### config.mk
export PLATFORM = sky130hd
export DESIGN_NAME = fifo_order_arbiter_flat
export DESIGN_NICKNAME = d
export VERILOG_FILES = /design/src/rtl/fifo_order_arbiter_pkg.sv /design/src/rtl/fifo_order_arbiter_if.sv /design/src/rtl/fifo_order_arbiter_fifo.sv /design/src/rtl/fifo_order_arbiter.sv /design/src/flat_wrapper.sv
export SDC_FILE = /design/constraint.sdc
export NUM_CORES = 1
export LEC_CHECK = 0
export BUFFER_PORTS_ARGS = -buffer_cell sky130_fd_sc_hd__buf_4
export CAP_MARGIN = 25
export CORE_MARGIN = 2
export CORE_UTILIZATION = 50
export CTS_CLUSTER_SIZE = 8
export DETAILED_ROUTE_END_ITERATION = 8
export PLACE_DENSITY = 0.69
export SLEW_MARGIN = 20
export SYNTH_ARGS = -nofsm -noshare
export SYNTH_HDL_FRONTEND = slang
export SYNTH_HIERARCHICAL = 1
export SYNTH_SLANG_ARGS = --single-unit
export TNS_END_PERCENT = 30
### constraint.sdc
create_clock -name clk -period 4.9 [get_ports clk]
set_input_delay 0.98 -clock clk [delete_from_list [all_inputs] [get_ports clk]]
set_output_delay 0.98 -clock clk [all_outputs]
set_load 0.02 [all_outputs]
### src/rtl/fifo_order_arbiter_pkg.sv
// arb_pkg: shared types, width helpers and defaults for fifo_order_arbiter.
package arb_pkg;
  typedef enum logic {ARB_IDLE, ARB_GRANTED} arb_state_t;
  localparam int N_REQ_DEF = 4;
  localparam int MAX_HOLD_DEF = 8;
  function automatic int ID_W(input int n);
    return (n > 1) ? $clog2(n) : 1;
  endfunction
  function automatic int CNT_W(input int n);
    return $clog2(n + 1);
  endfunction
endpackage

### src/rtl/fifo_order_arbiter_if.sv
// fifo_order_arbiter_if: request/grant bundle between masters and the arbiter.
interface fifo_order_arbiter_if import arb_pkg::*; #(parameter int N_REQ = N_REQ_DEF);
  logic [N_REQ-1:0] req_i;
  logic [N_REQ-1:0] grant_o;
  logic [ID_W(N_REQ)-1:0] grant_id_o;
  logic grant_valid_o;
  logic [CNT_W(N_REQ)-1:0] queue_count_o;
  modport master (output req_i, input grant_o, grant_id_o, grant_valid_o, queue_count_o);
  modport slave (input req_i, output grant_o, grant_id_o, grant_valid_o, queue_count_o);
endinterface

### src/rtl/fifo_order_arbiter_fifo.sv
// arb_id_fifo: circular id buffer; multi-push in ascending index order plus one trailing push, single pop.
module arb_id_fifo import arb_pkg::*; #(
  parameter int N = N_REQ_DEF,
  localparam int IW = ID_W(N),
  localparam int CW = CNT_W(N)
) (
  input  logic          clk,
  input  logic          rst_n,
  input  logic [N-1:0]  push_vec,
  input  logic          extra_push,
  input  logic [IW-1:0] extra_id,
  input  logic          pop,
  output logic [IW-1:0] head,
  output logic [CW-1:0] count
);
  logic [IW-1:0] mem [N];
  logic [IW-1:0] wr_id [N];
  logic [N-1:0]  wr_en;
  logic [IW-1:0] rd, rd_n;
  logic [CW-1:0] count_n;
  // The pop only advances rd, so pushes always start at the pre-edge tail.
  always_comb begin
    int p;
    logic [IW-1:0] w;
    wr_en = '0;
    for (int j = 0; j < N; j++) wr_id[j] = '0;
    p = int'(rd) + int'(count);
    for (int k = 0; k < N; k++) begin
      w = IW'(p % N);
      if (push_vec[k]) begin
        wr_en[w] = 1'b1;
        wr_id[w] = IW'(k);
        p++;
      end
    end
    w = IW'(p % N);
    if (extra_push) begin
      wr_en[w] = 1'b1;
      wr_id[w] = extra_id;
      p++;
    end
    count_n = CW'(p - int'(rd) - int'(pop));
    rd_n = pop ? ((rd == IW'(N - 1)) ? '0 : rd + 1'b1) : rd;
  end
  always_ff @(posedge clk or negedge rst_n) begin
    if (!rst_n) begin
      rd <= '0;
      count <= '0;
      for (int j = 0; j < N; j++) mem[j] <= '0;
    end else begin
      rd <= rd_n;
      count <= count_n;
      for (int j = 0; j < N; j++) if (wr_en[j]) mem[j] <= wr_id[j];
    end
  end
  assign head = mem[rd];
endmodule

### src/rtl/fifo_order_arbiter.sv
// fifo_order_arbiter: first-come-first-served arbiter, grants in order of request rising edges.
// Optional hold-timeout preemption enabled by defining ARB_TIMEOUT_EN.
module fifo_order_arbiter import arb_pkg::*; #(
  parameter int N_REQ = N_REQ_DEF,
  parameter int MAX_HOLD = MAX_HOLD_DEF
) (
  input logic clk,
  input logic rst_n,
  fifo_order_arbiter_if.slave bus
);
  localparam int IW = ID_W(N_REQ);
  arb_state_t state, state_n;
  logic [N_REQ-1:0] req_q, rise, queued, push_vec, pop_mask, requeue_mask;
  logic [IW-1:0] owner, owner_n, head;
  logic [CNT_W(N_REQ)-1:0] count;
  logic empty, rel, preempt, pop, handover, requeue, expired;
  assign rise = bus.req_i & ~req_q;
  assign push_vec = rise & ~queued;
  assign empty = count == '0;
  // A popped head that no longer requests is simply discarded.
  always_comb begin
    rel = state == ARB_GRANTED && !bus.req_i[owner];
    preempt = state == ARB_GRANTED && bus.req_i[owner] && expired;
    pop = (state == ARB_IDLE || rel || preempt) && !empty;
    handover = pop && bus.req_i[head];
    requeue = handover && preempt;
    state_n = handover ? ARB_GRANTED : rel ? ARB_IDLE : state;
    owner_n = handover ? head : owner;
    pop_mask = pop ? N_REQ'(1) << head : '0;
    requeue_mask = requeue ? N_REQ'(1) << owner : '0;
  end
  always_ff @(posedge clk or negedge rst_n) begin
    if (!rst_n) begin
      req_q <= '0;
      queued <= '0;
      state <= ARB_IDLE;
      owner <= '0;
    end else begin
      req_q <= bus.req_i;
      queued <= (queued & ~pop_mask) | push_vec | requeue_mask;
      state <= state_n;
      owner <= owner_n;
    end
  end
`ifdef ARB_TIMEOUT_EN
  logic [7:0] hold_cnt;
  // Preempt on the edge where the counter would reach MAX_HOLD: the owner gets MAX_HOLD cycles.
  assign expired = 9'(hold_cnt) + 9'd1 >= 9'(MAX_HOLD);
  always_ff @(posedge clk or negedge rst_n) begin
    if (!rst_n) hold_cnt <= '0;
    else if (handover) hold_cnt <= '0;
    else if (state == ARB_GRANTED && hold_cnt != 8'(MAX_HOLD)) hold_cnt <= hold_cnt + 1'b1;
  end
`else
  logic unused_max_hold;
  assign unused_max_hold = MAX_HOLD > 0;
  assign expired = 1'b0;
`endif
  arb_id_fifo #(.N(N_REQ)) u_fifo (
    .clk(clk),
    .rst_n(rst_n),
    .push_vec(push_vec),
    .extra_push(requeue),
    .extra_id(owner),
    .pop(pop),
    .head(head),
    .count(count)
  );
  assign bus.grant_valid_o = state == ARB_GRANTED;
  assign bus.grant_o = bus.grant_valid_o ? N_REQ'(1) << owner : '0;
  assign bus.grant_id_o = bus.grant_valid_o ? owner : '0;
  assign bus.queue_count_o = count;
endmodule

### src/flat_wrapper.sv
// flat-port wrapper written by rule: the top's interface ports become plain ports
module fifo_order_arbiter_flat import arb_pkg::*;
#(
  parameter int N_REQ = N_REQ_DEF,
  parameter int MAX_HOLD = MAX_HOLD_DEF
)
  (clk, rst_n, bus_req_i, bus_grant_o, bus_grant_id_o, bus_grant_valid_o, bus_queue_count_o);
  fifo_order_arbiter_if #(.N_REQ(N_REQ)) bus_i ();
  input logic clk;
  input logic rst_n;
  input wire logic [$bits(bus_i.req_i)-1:0] bus_req_i;
  output wire logic [$bits(bus_i.grant_o)-1:0] bus_grant_o;
  output wire logic [$bits(bus_i.grant_id_o)-1:0] bus_grant_id_o;
  output wire logic [$bits(bus_i.grant_valid_o)-1:0] bus_grant_valid_o;
  output wire logic [$bits(bus_i.queue_count_o)-1:0] bus_queue_count_o;
  assign bus_i.req_i = bus_req_i;
  assign bus_grant_o = bus_i.grant_o;
  assign bus_grant_id_o = bus_i.grant_id_o;
  assign bus_grant_valid_o = bus_i.grant_valid_o;
  assign bus_queue_count_o = bus_i.queue_count_o;
  fifo_order_arbiter #(.N_REQ(N_REQ), .MAX_HOLD(MAX_HOLD)) u_core (.clk(clk), .rst_n(rst_n), .bus(bus_i));
endmodule
== Yosys cells after proc, flatten, opt, wreduce, memory -nomap -nowiden ==
Cells that the tools add are included.

* Flip-flop bits (word level): 24
* Output and inout port bits: 10
* Word-level logic and storage cells: 110

* $add $sub $neg: 8
* Magnitude comparators: 17
* Equal/unequal tests: 1
* Shift operators: 2
* Mux-type cells: 38
* Bitwise gates (word level): 19
* Reduce and logical (&&, ||, !) cells: 15

{| class="wikitable"
|+ Operator list
! kind !! count
|-
| $mux W4 || 6
|-
| $or A4 B4 Y4 || 5
|-
| $lt A2 B3 Y1 const B || 6
|-
| $and A4 B4 Y4 || 4
|-
| $mux W8 || 2
|-
| $not A4 Y4 || 4
|-
| $mux W2 || 7
|-
| $demux W2 S2 || 3
|-
| $ge A3 B3 Y1 const B || 4
|-
| $mux W3 || 4
|-
| $not A2 Y3 || 4
|-
| $logic_and A1 B1 Y1 || 10
|-
| $add A3 B2 Y3 const B || 3
|-
| $lt A3 B1 Y1 const B || 3
|-
| $demux W1 S2 || 4
|-
| $ge A2 B1 Y1 const B || 4
|-
| $mux W1 || 8
|-
| $or A8 B8 Y8 || 1
|-
| $shl A1 B2 Y4 const A || 2
|-
| $mux W7 || 1
|-
| $bmux W1 S2 || 2
|-
| $bmux W2 S2 || 1
|-
| $add A2 B3 Y3 || 1
|-
| $add A3 B1 Y3 const B || 1
|-
| 9 further kinds || 10
|}

== Depth between registers and ports, before layout ==
* Depth after elaboration: 16
* Mapped depth: 20

== Hierarchy ==
Netlist, hierarchy kept.

{| class="wikitable"
|+ By module, submodules not included
! module !! instances !! cells an instance !! area each (µm²)
|-
| arb_id_fifo || 1 || 133 || 1,340.0
|-
| fifo_order_arbiter || 1 || 49 || 546.8
|}

== Worst setup path before layout ==
Ideal clock, no wire load.

* Kind: input -> register
* Start: input port bus_req_i[0]
* End: register u_core.u_fifo.count[2]
* Setup time: 80 ps
* Data arrival time: 4,351 ps
* Required time: 4,820 ps
* Slack: 469 ps
* Stages on the path: 16
* Path buffers: 1
* Cell sequence: nor3b_1 buf_6 xnor2_4 inv_1 ha_1 mux2_2 ha_1 inv_1 a221oi_2 ha_1 nor2b_1 o31ai_2 fa_1 xnor2_1 xnor2_1 xnor2_1

* Word-level cells in the longest chain between the ends: 11

{| class="wikitable"
|+ RTL lines
! what !! line !! text
|-
| from (decl) || flat_wrapper.sv:11 || <nowiki>input wire logic [$bits(bus_i.req_i)-1:0] bus_req_i;</nowiki>
|-
| $and A4 B4 Y4 || fifo_order_arbiter.sv:17 || <nowiki>assign rise = bus.req_i & ~req_q;</nowiki>
|-
| $and A4 B4 Y4 || fifo_order_arbiter.sv:18 || <nowiki>assign push_vec = rise & ~queued;</nowiki>
|-
| $mux W3 || fifo_order_arbiter_fifo.sv:30 || <nowiki>if (push_vec[k]) begin</nowiki>
|-
| $add A3 B2 Y3 || fifo_order_arbiter_fifo.sv:33 || <nowiki>p++;</nowiki>
|-
| $mux W3 || fifo_order_arbiter_fifo.sv:30 ||
|-
| $add A3 B2 Y3 || fifo_order_arbiter_fifo.sv:33 ||
|-
| $mux W3 || fifo_order_arbiter_fifo.sv:30 ||
|-
| $add A3 B2 Y3 || fifo_order_arbiter_fifo.sv:33 ||
|-
| $mux W3 || fifo_order_arbiter_fifo.sv:30 ||
|-
| $sub A3 B3 Y3 || fifo_order_arbiter_fifo.sv:42 || <nowiki>count_n = CW'(p - int'(rd) - int'(pop));</nowiki>
|-
| $sub A3 B2 Y3 * || fifo_order_arbiter_fifo.sv:42 ||
|-
| net u_core.u_fifo.count_n[2] || fifo_order_arbiter_fifo.sv:20 || <nowiki>logic [CW-1:0] count_n;</nowiki>
|-
| to (signal assigned) || fifo_order_arbiter_fifo.sv:52 || <nowiki>count <= count_n;</nowiki>
|-
| to (decl) || fifo_order_arbiter_fifo.sv:14 || <nowiki>output logic [CW-1:0] count</nowiki>
|}

Mark *: on every way through the listed nets, which the timed path passes. The rest lies on a longest branch. The select of a mux whose other input is x is not followed.
A chain may end at the register's enable or synchronous reset.

== Worst setup path in the final report ==
* Start: register u_core.u_fifo.rd[0]
* End: register u_core.u_fifo.count[2]

* Word-level cells in the longest chain between the ends: 11

{| class="wikitable"
|+ RTL lines
! what !! line !! text
|-
| from (decl) || fifo_order_arbiter_fifo.sv:19 || <nowiki>logic [IW-1:0] rd, rd_n;</nowiki>
|-
| from (signal assigned) || fifo_order_arbiter_fifo.sv:51 || <nowiki>rd <= rd_n;</nowiki>
|-
| $add A2 B3 Y3 || fifo_order_arbiter_fifo.sv:27 || <nowiki>p = int'(rd) + int'(count);</nowiki>
|-
| $add A3 B1 Y3 || fifo_order_arbiter_fifo.sv:33 ||
|-
| $mux W3 || fifo_order_arbiter_fifo.sv:30 ||
|-
| $add A3 B2 Y3 || fifo_order_arbiter_fifo.sv:33 ||
|-
| $mux W3 || fifo_order_arbiter_fifo.sv:30 ||
|-
| $add A3 B2 Y3 || fifo_order_arbiter_fifo.sv:33 ||
|-
| $mux W3 || fifo_order_arbiter_fifo.sv:30 ||
|-
| $add A3 B2 Y3 || fifo_order_arbiter_fifo.sv:33 ||
|-
| $mux W3 || fifo_order_arbiter_fifo.sv:30 ||
|-
| $sub A3 B3 Y3 * || fifo_order_arbiter_fifo.sv:42 ||
|-
| $sub A3 B2 Y3 * || fifo_order_arbiter_fifo.sv:42 ||
|-
| net u_core.u_fifo.count_n[2] || fifo_order_arbiter_fifo.sv:20 ||
|}

Mark *: on every way through the listed nets, which the timed path passes. The rest lies on a longest branch.

==> run_summary.xml <==
<?xml version="1.0" encoding="UTF-8"?>
<metrics>
  <group name="critical_path">
    <metric name="timing.critical_path.to_type" unit="">flop</metric>
    <metric name="worstPathMaxFanout" unit="">7</metric>
    <metric name="timing.critical_path.slowest_cell_delay" unit="ns">0.50</metric>
    <metric name="timing.critical_path.slowest_stage_cell" unit="">sky130_fd_sc_hd__dfrtp_1</metric>
    <metric name="critPathLaunchType" unit="">flop</metric>
    <metric name="crit-reg2reg-launch" unit="">u_core/u_fifo/rd[0]</metric>
    <metric name="crit_path_cell_trace" unit="">ha_1 -&gt; fa_1 -&gt; ha_1 -&gt; nand2_4 -&gt; o21ai_4 -&gt; ha_1 -&gt; mux2_2 -&gt; ha_1 -&gt; inv_1 -&gt; a221oi_4 -&gt; ha_1 -&gt; nor2b_1 -&gt; o31ai_2 -&gt; fa_1 -&gt; xnor2_1 -&gt; xnor2_1 -&gt; xnor2_1</metric>
    <metric name="worst_r2r_path_depth" unit="">17</metric>
    <metric name="critical_path.most_common_cell" unit="">sky130_fd_sc_hd__ha_1</metric>
    <metric name="setup.reg_to_reg.worst_slack" unit="ns">0.32</metric>
    <metric name="worst_endpoint_required_time" unit="ns">5.10</metric>
    <metric name="cp_data_arrival_time" unit="ns">4.78</metric>
    <metric name="critical_path.reg2reg.endpoint" unit="">u_core/u_fifo/count[2]</metric>
    <metric name="worstSetupPathType" unit="">reg2reg</metric>
  </group>
  <group name="sta">
    <metric name="achievable-frequency" unit="MHz">218</metric>
    <metric name="rsz0062_at_grt" unit="">false</metric>
    <metric name="worstMarginPinSlew" unit="ns">0.544</metric>
    <metric name="fin_tns_setup" unit="ns">0</metric>
    <metric name="timing.final.setup_violations" unit="">0</metric>
    <metric name="final_hold_viol_count" unit="">0</metric>
    <metric name="period_minus_slack" unit="ns">4.58</metric>
    <metric name="finalMaxSlewViolations" unit="">0</metric>
    <metric name="final_min_period_over_clock_period" unit="%">93.5</metric>
    <metric name="maxSlewHeadroom" unit="%">63.4</metric>
    <metric name="timing.clock.skew" unit="ns">0.0105</metric>
  </group>
  <group name="yosys">
    <metric name="post_synth_inst_count" unit="">182</metric>
    <metric name="synthesis.nets" unit="">213</metric>
    <metric name="postSynth.asyncResetShare" unit="%">100</metric>
    <metric name="ys_seq_elements" unit="">24</metric>
    <metric name="synth_ff_type" unit="">sky130_fd_sc_hd__dfrtp_1</metric>
    <metric name="netlist_top_cells_area" unit="">sky130_fd_sc_hd__dfrtp_1 (32%), sky130_fd_sc_hd__ha_1 (15%), sky130_fd_sc_hd__xnor2_1 (5.1%)</metric>
    <metric name="synthAdderAreaFrac" unit="%">17.8</metric>
    <metric name="synth-edff-count" unit="">0</metric>
    <metric name="synth_top_family_by_area" unit="">adder cells</metric>
    <metric name="synthesis.yosys.warnings" unit="">6</metric>
    <metric name="yosysTopAreaCell" unit="">sky130_fd_sc_hd__dfrtp_1</metric>
    <metric name="syn-cell-area" unit="mm²">0.00189</metric>
    <metric name="post-synth-top-count-cell" unit="">sky130_fd_sc_hd__dfrtp_1</metric>
    <metric name="yosys-mux-area-fraction" unit="%">7.69</metric>
    <metric name="yosys.area.top_type_share" unit="%">31.8</metric>
    <metric name="synthDistinctLibCells" unit="">42</metric>
    <metric name="synthTopCellsByCount" unit="">sky130_fd_sc_hd__dfrtp_1 (24), sky130_fd_sc_hd__ha_1 (22), sky130_fd_sc_hd__nand2_1 (19), sky130_fd_sc_hd__inv_1 (15), sky130_fd_sc_hd__a21oi_1 (13)</metric>
    <metric name="synth_simple_gate_area_share" unit="%">15.8</metric>
    <metric name="seq_area_frac_synth" unit="%">31.8</metric>
    <metric name="syn_area_per_cell" unit="µm²">10.4</metric>
    <metric name="yosys.area_share.xor_xnor" unit="%">9.35</metric>
    <metric name="synth_compound_gate_area_share" unit="%">11.9</metric>
  </group>
  <group name="min_path">
    <metric name="hold_path_startpoint" unit="">u_core/queued[2]</metric>
    <metric name="holdPathEnd" unit="">u_core/queued[2]</metric>
    <metric name="hold_path.class" unit="">reg2reg</metric>
    <metric name="whs_path_depth" unit="">2</metric>
  </group>
  <group name="drt">
    <metric name="route.vias.total" unit="">1381</metric>
    <metric name="vias_per_std_cell" unit="">5.55</metric>
    <metric name="routedWlPerCell" unit="µm">16.1</metric>
    <metric name="first_pass_iters" unit="">4</metric>
    <metric name="detailedRoute.firstIterationViolations" unit="">87</metric>
    <metric name="detail_route.wirelength" unit="µm">4010</metric>
    <metric name="postRouteAntennaNets" unit="">0</metric>
    <metric name="post-route-drc-count" unit="">0</metric>
  </group>
  <group name="cts">
    <metric name="h-tree-depth" unit="">1</metric>
    <metric name="cts-root-to-sink-buffers" unit="">2</metric>
    <metric name="cts_setup_buffers" unit="">0</metric>
    <metric name="cts-hold-fix-buffers" unit="">0</metric>
    <metric name="tritoncts_clock_tree" unit="">yes</metric>
    <metric name="post_cts_resize_count" unit="">0</metric>
    <metric name="cts-root-buf" unit="">sky130_fd_sc_hd__clkbuf_8</metric>
    <metric name="clkLatencyLatePin" unit="ns">0.27</metric>
    <metric name="cts.clk_slew.worst_paths" unit="ns">0.09</metric>
    <metric name="number_of_cts_inserted_buffers" unit="">3</metric>
    <metric name="cts_sinks" unit="">24</metric>
  </group>
  <group name="cells_and_area">
    <metric name="finish.net_count" unit="">233</metric>
    <metric name="antennaDiodeCount" unit="">0</metric>
    <metric name="final_layout_size_suffix_gt1_share" unit="%">22.4</metric>
    <metric name="area_growth_syn_to_layout" unit="%">14.1</metric>
  </group>
  <group name="place">
    <metric name="portBuffers" unit="">15</metric>
    <metric name="detailed_place_hpwl" unit="µm">3120</metric>
    <metric name="gp_congestion" unit="">0.900</metric>
  </group>
  <group name="die">
    <metric name="initial_core_util" unit="%">51.9</metric>
    <metric name="top_level_ports" unit="">16</metric>
    <metric name="dieHeight" unit="µm">65.4</metric>
    <metric name="die_width" unit="µm">65.4</metric>
    <metric name="dieArea" unit="mm²">0.00428</metric>
    <metric name="core.rowCount" unit="">22</metric>
    <metric name="coreArea" unit="mm²">0.00363</metric>
  </group>
  <group name="grt">
    <metric name="globalRoute.totalOverflow" unit="">0</metric>
    <metric name="grt_start_max_net_pins" unit="">25</metric>
    <metric name="globalRouteTotalUtil" unit="%">21.3</metric>
    <metric name="wire_length_of_the_first_global_routing_pass" unit="µm">6910</metric>
    <metric name="antenna_found_initial" unit="">0</metric>
    <metric name="first_global_vias" unit="">1437</metric>
  </group>
  <group name="flow_run">
    <metric name="maxCapViolCount" unit="">0</metric>
  </group>
  <group name="run_status">
    <metric name="run_status" unit="">finished clean</metric>
  </group>
</metrics>
[per-layer routing]
metal  track usage [%]  up-vias  routed length, µm  share of wire [%]
met1              26.4      690               1710                 43
met2              37.8       29               2090                 52
met4              9.38        0                100                2.5
met5                 0        -                  0                  0
li1                  -      652                  -                  -
met3              1.88       10                112                2.8
[cell usage in the layout, fill, tap and decap left out, types with 5 or more instances in the layout]
| cell | n |
|---|---|
| sky130_fd_sc_hd__dfrtp_1 | 24 |
| sky130_fd_sc_hd__ha_1 | 22 |
| sky130_fd_sc_hd__buf_4 | 20 |
| sky130_fd_sc_hd__nand2_1 | 19 |
| sky130_fd_sc_hd__inv_1 | 15 |
| sky130_fd_sc_hd__a21oi_1 | 13 |
| sky130_fd_sc_hd__xnor2_1 | 11 |
| sky130_fd_sc_hd__a22oi_1 | 6 |
| sky130_fd_sc_hd__nor3b_1 | 5 |
| sky130_fd_sc_hd__nor2_1 | 5 |
[registers in the layout, summed over array words and instances, names as in the netlist]
signal	cells
u_core/bus.grant_valid_o	1
u_core/u_fifo/rd	2
u_core/u_fifo/mem	8
u_core/u_fifo/count	3
u_core/owner	2
u_core/queued	4
u_core/req_q	4
[cell type report]
cell class,count,area [µm²]
clock buffers,3,41.3
clock inverters,1,30.0
fillers,318,1480
inverters,17,63.8
multi-input cells,136,1210
flip-flops and latches,24,601
well taps,48,60.1
repair buffers,20,150
[logic make-up after synthesis]
logic type,count (synthesis)
compound gates,32
xor+xnor,15
fa+ha+maj,25
buf+inv,22
flops,24
mux,9
other cells,1
simple gates,54
[worst max-delay path by stage]
stage	startpoint	to	slack, ns	cells after the start
4_1_cts	u_core/u_fifo/rd[0]	u_core/u_fifo/count[2]	0.29	17
3_5_place_dp	bus_req_i[0]	u_core/u_fifo/count[2]	0.27	17
6_report	u_core/u_fifo/rd[0]	u_core/u_fifo/count[2]	0.32	17
2_1_floorplan	bus_req_i[0]	u_core/u_fifo/count[2]	0.47	16
3_3_place_gp	bus_req_i[0]	u_core/u_fifo/count[2]	0.40	17
5_1_grt	u_core/u_fifo/rd[0]	u_core/u_fifo/count[2]	0.03	17
[critical path, delay by kind of cell, from the launching register on]
family,cells,cell delay (ns)
XOR/XNOR,3,0.50
AO/OA/AOI/OAI,3,0.53
adder cells (fa/ha/maj),7,2.31
multiplexers,1,0.30
buffers and inverters,1,0.06
AND/OR/NAND/NOR,2,0.30
flip-flops,1,0.50
[through the flow]
| stage | worst slack (ns) | util, % | hold slack [ns] | cells | area, µm² |
|---|---|---|---|---|---|
| final | 0.318 | 59.2 | 0.547 | 249 | 2150 |
| after global routing | 0.0344 | 59.2 | 0.585 | 249 | 2150 |
| after CTS | 0.293 | 58.9 | 0.551 | 249 | 2140 |
| after detailed placement | 0.267 | 57.0 | 0.532 | 245 | 2070 |
| after global placement | 0.398 | 57.0 | 0.509 | 245 | 2070 |
| after floorplan | 0.469 | - | 0.492 | 182 | 1890 |
Power is not shown: default switching activity piles up to over one toggle a cycle in this logic, so the estimate is an artifact.
